**src/rtl/draw_sprite_pkg.sv**
```systemverilog
// rtl/draw_sprite_pkg.sv - state encoding, frame indices and colour constants for the sprite blitter
package draw_sprite_pkg;

   typedef enum logic [1:0] {
      IDLE  = 2'd0,
      ISSUE = 2'd1,
      FLUSH = 2'd2,
      DONE  = 2'd3
   } blit_state_t;

   localparam int FRAME_UP    = 0;
   localparam int FRAME_DOWN  = 1;
   localparam int FRAME_LEFT  = 2;
   localparam int FRAME_RIGHT = 3;

   localparam int BLACK  = 0;
   localparam int YELLOW = 6;

   function automatic int clamp_frame(input int frame, input int num_frames);
      return (frame >= num_frames) ? num_frames - 1 : frame;
   endfunction

endpackage

```
**src/rtl/sprite_addr_gen.sv**
```systemverilog
// rtl/sprite_addr_gen.sv - raster ax/ay counter and registered ROM address for one sprite frame
module sprite_addr_gen #(
   parameter int SPRITE_W = 5,
   parameter int SPRITE_H = 5,
   parameter int ADDR_W   = 7,
   parameter int FRAME_W  = 2,
   parameter int AX_W     = 3,
   parameter int AY_W     = 3
) (
   input  logic              clock,
   input  logic              reset,
   input  logic              load,
   input  logic              advance,
   input  logic [FRAME_W-1:0] frame,
   output logic [AX_W-1:0]   ax,
   output logic [AY_W-1:0]   ay,
   output logic [ADDR_W-1:0] rom_addr,
   output logic              last
);

   localparam logic [ADDR_W-1:0] FRAME_SIZE = ADDR_W'(SPRITE_W * SPRITE_H);
   localparam logic [ADDR_W-1:0] ROW_SIZE   = ADDR_W'(SPRITE_W);
   localparam logic [AX_W-1:0]   AX_LAST    = AX_W'(SPRITE_W - 1);
   localparam logic [AY_W-1:0]   AY_LAST    = AY_W'(SPRITE_H - 1);

   logic [FRAME_W-1:0] frame_q;
   logic [FRAME_W-1:0] frame_nx;
   logic [AX_W-1:0]    ax_nx;
   logic [AY_W-1:0]    ay_nx;
   logic [ADDR_W-1:0]  addr_nx;

   assign last = (ax == AX_LAST) && (ay == AY_LAST);

   // The address is computed from the next counter values so rom_addr is a register.
   always_comb begin
      frame_nx = frame_q;
      ax_nx    = ax;
      ay_nx    = ay;
      if (load) begin
         frame_nx = frame;
         ax_nx    = '0;
         ay_nx    = '0;
      end else if (advance) begin
         if (ax == AX_LAST) begin
            ax_nx = '0;
            ay_nx = ay + AY_W'(1);
         end else begin
            ax_nx = ax + AX_W'(1);
         end
      end
      addr_nx = ADDR_W'(frame_nx) * FRAME_SIZE + ADDR_W'(ay_nx) * ROW_SIZE + ADDR_W'(ax_nx);
   end

   always_ff @(posedge clock) begin
      if (reset) begin
         frame_q  <= '0;
         ax       <= '0;
         ay       <= '0;
         rom_addr <= '0;
      end else begin
         frame_q  <= frame_nx;
         ax       <= ax_nx;
         ay       <= ay_nx;
         rom_addr <= addr_nx;
      end
   end

endmodule

```
**src/rtl/draw_sprite_blit.sv**
```systemverilog
// rtl/draw_sprite_blit.sv - draws or erases one sprite frame into the VGA write port; DRAW_SPRITE_TRANSPARENT_EN adds colour-key suppression
module draw_sprite_blit
   import draw_sprite_pkg::*;
#(
   parameter int SPRITE_W   = 5,
   parameter int SPRITE_H   = 5,
   parameter int NUM_FRAMES = 4,
   parameter int X_W        = 8,
   parameter int Y_W        = 7,
   parameter int COLOUR_W   = 3,
   parameter int ADDR_W     = 7,
   parameter int FRAME_W    = 2
`ifdef DRAW_SPRITE_TRANSPARENT_EN
   ,
   parameter logic [COLOUR_W-1:0] TRANSPARENT_KEY = '0
`endif
) (
   input  logic                clock,
   input  logic                reset,
   input  logic                start,
   input  logic [FRAME_W-1:0]  frame_sel,
   input  logic [X_W-1:0]      startx,
   input  logic [Y_W-1:0]      starty,
   input  logic                erase,
   input  logic [COLOUR_W-1:0] bg_colour,
   output logic [ADDR_W-1:0]   rom_addr,
   input  logic [COLOUR_W-1:0] rom_q,
   output logic [X_W-1:0]      x,
   output logic [Y_W-1:0]      y,
   output logic [COLOUR_W-1:0] colour,
   output logic                plot,
   output logic                busy,
   output logic                done
);

   localparam int AX_W = (SPRITE_W > 1) ? $clog2(SPRITE_W) : 1;
   localparam int AY_W = (SPRITE_H > 1) ? $clog2(SPRITE_H) : 1;

   blit_state_t         state;
   blit_state_t         state_nx;
   logic                load;
   logic                issue_valid;
   logic                advance;
   logic                last;
   logic [AX_W-1:0]     ax;
   logic [AY_W-1:0]     ay;
   logic [AX_W-1:0]     ax_d;
   logic [AY_W-1:0]     ay_d;
   logic                v_d;
   logic                last_d;
   logic                pix_show;
   logic [FRAME_W-1:0]  frame_clamped;
   logic [X_W-1:0]      startx_q;
   logic [Y_W-1:0]      starty_q;
   logic                erase_q;
   logic [COLOUR_W-1:0] bg_q;

   assign frame_clamped = FRAME_W'(clamp_frame(int'(frame_sel), NUM_FRAMES));

   sprite_addr_gen #(
      .SPRITE_W (SPRITE_W),
      .SPRITE_H (SPRITE_H),
      .ADDR_W   (ADDR_W),
      .FRAME_W  (FRAME_W),
      .AX_W     (AX_W),
      .AY_W     (AY_W)
   ) u_addr_gen (
      .clock    (clock),
      .reset    (reset),
      .load     (load),
      .advance  (advance),
      .frame    (frame_clamped),
      .ax       (ax),
      .ay       (ay),
      .rom_addr (rom_addr),
      .last     (last)
   );

   always_ff @(posedge clock) begin
      if (reset) state <= IDLE;
      else       state <= state_nx;
   end

   // ISSUE lingers one cycle past the last address so that FLUSH lines up with the last plot.
   always_comb begin
      state_nx    = state;
      load        = 1'b0;
      issue_valid = 1'b0;
      advance     = 1'b0;
      case (state)
         IDLE: begin
            if (start) begin
               load     = 1'b1;
               state_nx = ISSUE;
            end
         end
         ISSUE: begin
            issue_valid = !last_d;
            advance     = !last_d && !last;
            if (last_d) state_nx = FLUSH;
         end
         FLUSH:   state_nx = DONE;
         DONE:    state_nx = IDLE;
         default: state_nx = IDLE;
      endcase
   end

`ifdef DRAW_SPRITE_TRANSPARENT_EN
   assign pix_show = v_d && (erase_q || (rom_q != TRANSPARENT_KEY));
`else
   assign pix_show = v_d;
`endif

   always_ff @(posedge clock) begin
      if (reset) begin
         busy     <= 1'b0;
         done     <= 1'b0;
         plot     <= 1'b0;
         x        <= '0;
         y        <= '0;
         colour   <= COLOUR_W'(BLACK);
         startx_q <= '0;
         starty_q <= '0;
         erase_q  <= 1'b0;
         bg_q     <= '0;
         v_d      <= 1'b0;
         last_d   <= 1'b0;
         ax_d     <= '0;
         ay_d     <= '0;
      end else begin
         busy   <= (state_nx != IDLE);
         done   <= (state_nx == DONE);
         v_d    <= issue_valid;
         last_d <= issue_valid && last;
         ax_d   <= ax;
         ay_d   <= ay;
         plot   <= pix_show;
         if (load) begin
            startx_q <= startx;
            starty_q <= starty;
            erase_q  <= erase;
            bg_q     <= bg_colour;
         end
         if (pix_show) begin
            x      <= startx_q + X_W'(ax_d);
            y      <= starty_q + Y_W'(ay_d);
            colour <= erase_q ? bg_q : rom_q;
         end
      end
   end

endmodule

```
**config.mk**
```make
export PLATFORM = sky130hd
export DESIGN_NAME = draw_sprite_blit
export DESIGN_NICKNAME = d
export VERILOG_FILES = /design/src/rtl/draw_sprite_pkg.sv /design/src/rtl/sprite_addr_gen.sv /design/src/rtl/draw_sprite_blit.sv
export SDC_FILE = /design/constraint.sdc
export NUM_CORES = 1
export LEC_CHECK = 0
export ABC_CLOCK_PERIOD_IN_PS = 6500
export BUFFER_PORTS_ARGS = -buffer_cell sky130_fd_sc_hd__buf_2
export CAP_MARGIN = 20
export CORE_MARGIN = 10
export CORE_UTILIZATION = 30
export CTS_BUF_LIST = sky130_fd_sc_hd__clkbuf_4
export CTS_CLUSTER_SIZE = 30
export DETAILED_ROUTE_END_ITERATION = 8
export PLACE_DENSITY_LB_ADDON = 0.05
export SLEW_MARGIN = 5
export SYNTH_ARGS = -nofsm -noshare
export SYNTH_HDL_FRONTEND = slang
export SYNTH_SLANG_ARGS = --single-unit
```
**constraint.sdc**
```tcl
create_clock -name clock -period 6.5 [get_ports clock]
set_input_delay 0.325 -clock clock [delete_from_list [all_inputs] [get_ports clock]]
set_output_delay 0.325 -clock clock [all_outputs]
set_load 0.01 [all_outputs]
```
==> results.sh <==
export IMPL_status="finished, final reports clean"
export IMPL_holdPathStages=3
export IMPL_cts_tree="built"
export IMPL_synth_area_um2=3080
export IMPL_gp_congestion=0.769
export IMPL_min_period_ps=3960
export IMPL_die_height_um=121
export IMPL_grt_start_max_net_pins=62
export IMPL_crit_fanout=9
export IMPL_start_kind="flip-flop"
export IMPL_fillers=1062
export IMPL_rows=36
export IMPL_post_cts_buffers=0
export IMPL_synthCells=338
export IMPL_worstSkewPairLatency_ps=410
export IMPL_pre_cts_ws_ps=2580
export IMPL_ys_types=50
export IMPL_clock_path_buffers=2
export IMPL_routed_wl_um=7030
export IMPL_synthArstFlopShare_pct=0
export IMPL_crit_slowest_cell="dfxtp_1"
export IMPL_dp_hpwl_um=5000
export IMPL_max_freq_mhz=253
export IMPL_vias_per_cell=4.53
export IMPL_r2r_slack_ps=2540
export IMPL_yosysSeqAreaShare_pct=42.3
export IMPL_cts_hold_repair_buffers=0
export IMPL_avgSynthCellArea_um2=9.11
export IMPL_tns_ps=0
export IMPL_gr_total_overflow=0
export IMPL_wl_per_cell_um=13.4
export IMPL_htree_levels=3
export IMPL_cts_sinks=65
export IMPL_cts_buffers=9
export IMPL_cp_top_family="adder cells"
export IMPL_grt_pass1_vias=2451
export IMPL_dieArea_um2=14700
export IMPL_syn2layout_area_growth_pct=17.1
export IMPL_fin_worst_skew_ps=18.4
export IMPL_final_antenna_net_count=0
export IMPL_path_clk_slew_ps=130
export IMPL_clkPwrFrac_pct=37.2
export IMPL_synth_edf_count=0
export IMPL_slew_violations=0
export IMPL_p_switching_mw=0.230
export IMPL_cp_arrival_ps=4250
export IMPL_dpl_instance_area_um2=3440
export IMPL_drive_above_1_share_pct=21.2
export IMPL_pwr_share_comb_pct=12.0
export IMPL_holdPathEnd="startx_q[5]"
export IMPL_cts_root_buf="clkbuf_4"
export IMPL_rsz0062_at_grt="no"
export IMPL_post_cts_resize_count=0
export IMPL_drt_pass1_iterations=6
export IMPL_slew_headroom_pct=45.8
export IMPL_maxCapViolations=0
export IMPL_critPathKind="flip-flop to flip-flop"
export IMPL_tightestPinTransition_ps=810
export IMPL_portBuffers=54
export IMPL_antenna_found_initial=0
export IMPL_required_ps=6800
export IMPL_drt_initial_drc_count=86
export IMPL_ir_drop_uv=99.5
export IMPL_hold_viol_final=0
export IMPL_setup_slack_ps=2540
export IMPL_synthesis_nets=395
export IMPL_core_area_um2=9860
export IMPL_diodes=0
export IMPL_swShare_pct=27.1
export IMPL_period_share_pct=60.9
export IMPL_pwr_share_seq_pct=50.7
export IMPL_post_route_drc_count=0
export IMPL_rr_worst_depth=16
export IMPL_grt_pass1_wl_um=11900
export IMPL_p_total_mw=0.848
export IMPL_cpPeakStageDelay_ps=520
export IMPL_synth_warnings=0
export IMPL_ios=55
export IMPL_path_buf_inv=3
export IMPL_r2r_end="u_addr_gen.rom_addr[6]"
export IMPL_final_core_util_pct=36.6
export IMPL_fin_nets=444
export IMPL_min_delay_path_class="input port to flip-flop"
export IMPL_dieWidth_um=121
export IMPL_synth_seq_cells=65
export IMPL_finalSetupViolCount=0
export IMPL_power_density_nw_per_um2=235
export IMPL_num_vias=2380
export IMPL_internal_power_mw=0.618
export IMPL_initial_utilization_pct=31.2
export IMPL_grt_total_usage_pct=9.93
export IMPL_ys_flop_type="dfxtp_1"
export IMPL_fin_area_um2=3610
export IMPL_reg2reg_from="state[0]"
export IMPL_p_leak_nw=1.56
export IMPL_crit_path_end_kind="flip-flop"
export IMPL_min_from="startx[5]"
export IMPL_worstPathCellList="nor3b_4 > and3_1 > xnor2_1 > nor2_1 > ha_1 > ha_1 > inv_1 > fa_1 > inv_1 > ha_1 > inv_1 > fa_1 > nor2b_1 > o21a_1 > nor3_1 > mux2_4"
## worst reg2reg max path, stage by stage, from the launching register on
cell,delay [ps]
dfxtp_1,520
nor3b_4,350
and3_1,350
xnor2_1,180
nor2_1,90
ha_1,290
ha_1,270
inv_1,50
fa_1,460
inv_1,70
ha_1,160
inv_1,50
fa_1,380
nor2b_1,160
o21a_1,150
nor3_1,50
mux2_4,290
## logic make-up after synthesis
kind of cell,Yosys count,share of synthesized area [%]
AOI/OAI and AO/OA,60,12.9
and+or+nand+nor,120,18.4
buffers and inverters,40,5.61
DFF,65,42.3
muxes,12,4.10
adders and majority gates,30,13.7
xor gates and xnor gates,11,3.13
## cell usage in the layout (no fill, tap or decap), types with 9 or more instances in the layout
master	n
nand2_1	45
nor2_1	39
nor2b_1	9
a211oi_1	10
buf_2	54
ha_1	24
inv_1	20
a21oi_1	25
mux2i_1	10
dfxtp_1	65
clkbuf_4	9
## registers in the layout, summed over array words and instances, names as in the netlist, 2 cells and up
signal and cells:
startx_q 8, x 8, starty_q 7, u_addr_gen.rom_addr 7
y 7, ax_d 3, ay_d 3, bg_q 3
colour 3, u_addr_gen.ax 3, u_addr_gen.ay 3, state 2
u_addr_gen.frame_q 2
## power by group through the flow
stage | registers [mW] | clock network [mW] | logic, mW
after floorplan | 0.442 | 0 | 0.0667
after global placement | 0.439 | 0 | 0.105
after detailed placement | 0.440 | 0 | 0.105
after CTS | 0.431 | 0.331 | 0.106
after global routing | 0.434 | 0.342 | 0.118
final | 0.430 | 0.316 | 0.102
## how the worst max path moves through the flow
stage	from	end	slack (ps)	depth (start not counted)
4_1_cts	state[1]	u_addr_gen.rom_addr[6]	2520	16
2_1_floorplan	u_addr_gen.ax[0]	u_addr_gen.rom_addr[6]	2860	19
3_3_place_gp	start	u_addr_gen.rom_addr[6]	2610	17
6_report	state[0]	u_addr_gen.rom_addr[6]	2540	16
5_1_grt	state[0]	u_addr_gen.rom_addr[6]	2170	16
3_5_place_dp	state[0]	u_addr_gen.rom_addr[6]	2580	16
## synthesized netlist by cell type (4+ instances only)
| cell | instances | area share (%) |
|---|---|---|
| dfxtp_1 | 65 | 42 |
| o21ai_0 | 5 | 0.81 |
| inv_1 | 20 | 2.4 |
| xor2_1 | 7 | 2.0 |
| mux2i_1 | 10 | 3.3 |
| clkbuf_1 | 8 | 0.98 |
| fa_1 | 6 | 3.9 |
| a21oi_1 | 25 | 4.1 |
| nand2_1 | 45 | 5.5 |
| buf_1 | 5 | 0.61 |
| xnor2_1 | 4 | 1.1 |
| ha_1 | 24 | 9.8 |
| nor2_1 | 39 | 4.8 |
| a211oi_1 | 10 | 2.4 |
| nor2b_1 | 9 | 1.8 |
| nor3_1 | 7 | 1.1 |
## per-stage QoR
stage / hold slack, ps / cells
2_1_floorplan: 436 / 338
3_5_place_dp: 452 / 509
6_report: 132 / 525
4_1_cts: 104 / 525
5_1_grt: 114 / 525
3_3_place_gp: 446 / 509
## layout make-up
class                           instances  area, um^2  share of cell area, %
Inverter                               21        78.8                   2.19
Timing Repair Buffer                   57         293                   8.12
Sequential cell                        65        1300                   36.1
Multi-Input combinational cell        233        1610                   44.5
Tap cell                              133         166                   4.61
Clock buffer                            9        67.6                   1.87
Clock inverter                          7        93.8                   2.60
## layer usage
layer  routed length (um)  global-route usage, %  vias up  part of all wire [%]
met5                    0                      0        -                     0
met4                   59                   2.68        0                  0.84
met1                 3390                   12.4     1092                    48
met2                 3160                   15.4       36                    45
met3                  426                   4.00        6                   6.1
li1                     -                      -     1246                     -
No activity file was read; power rests on OpenSTA's default activity.
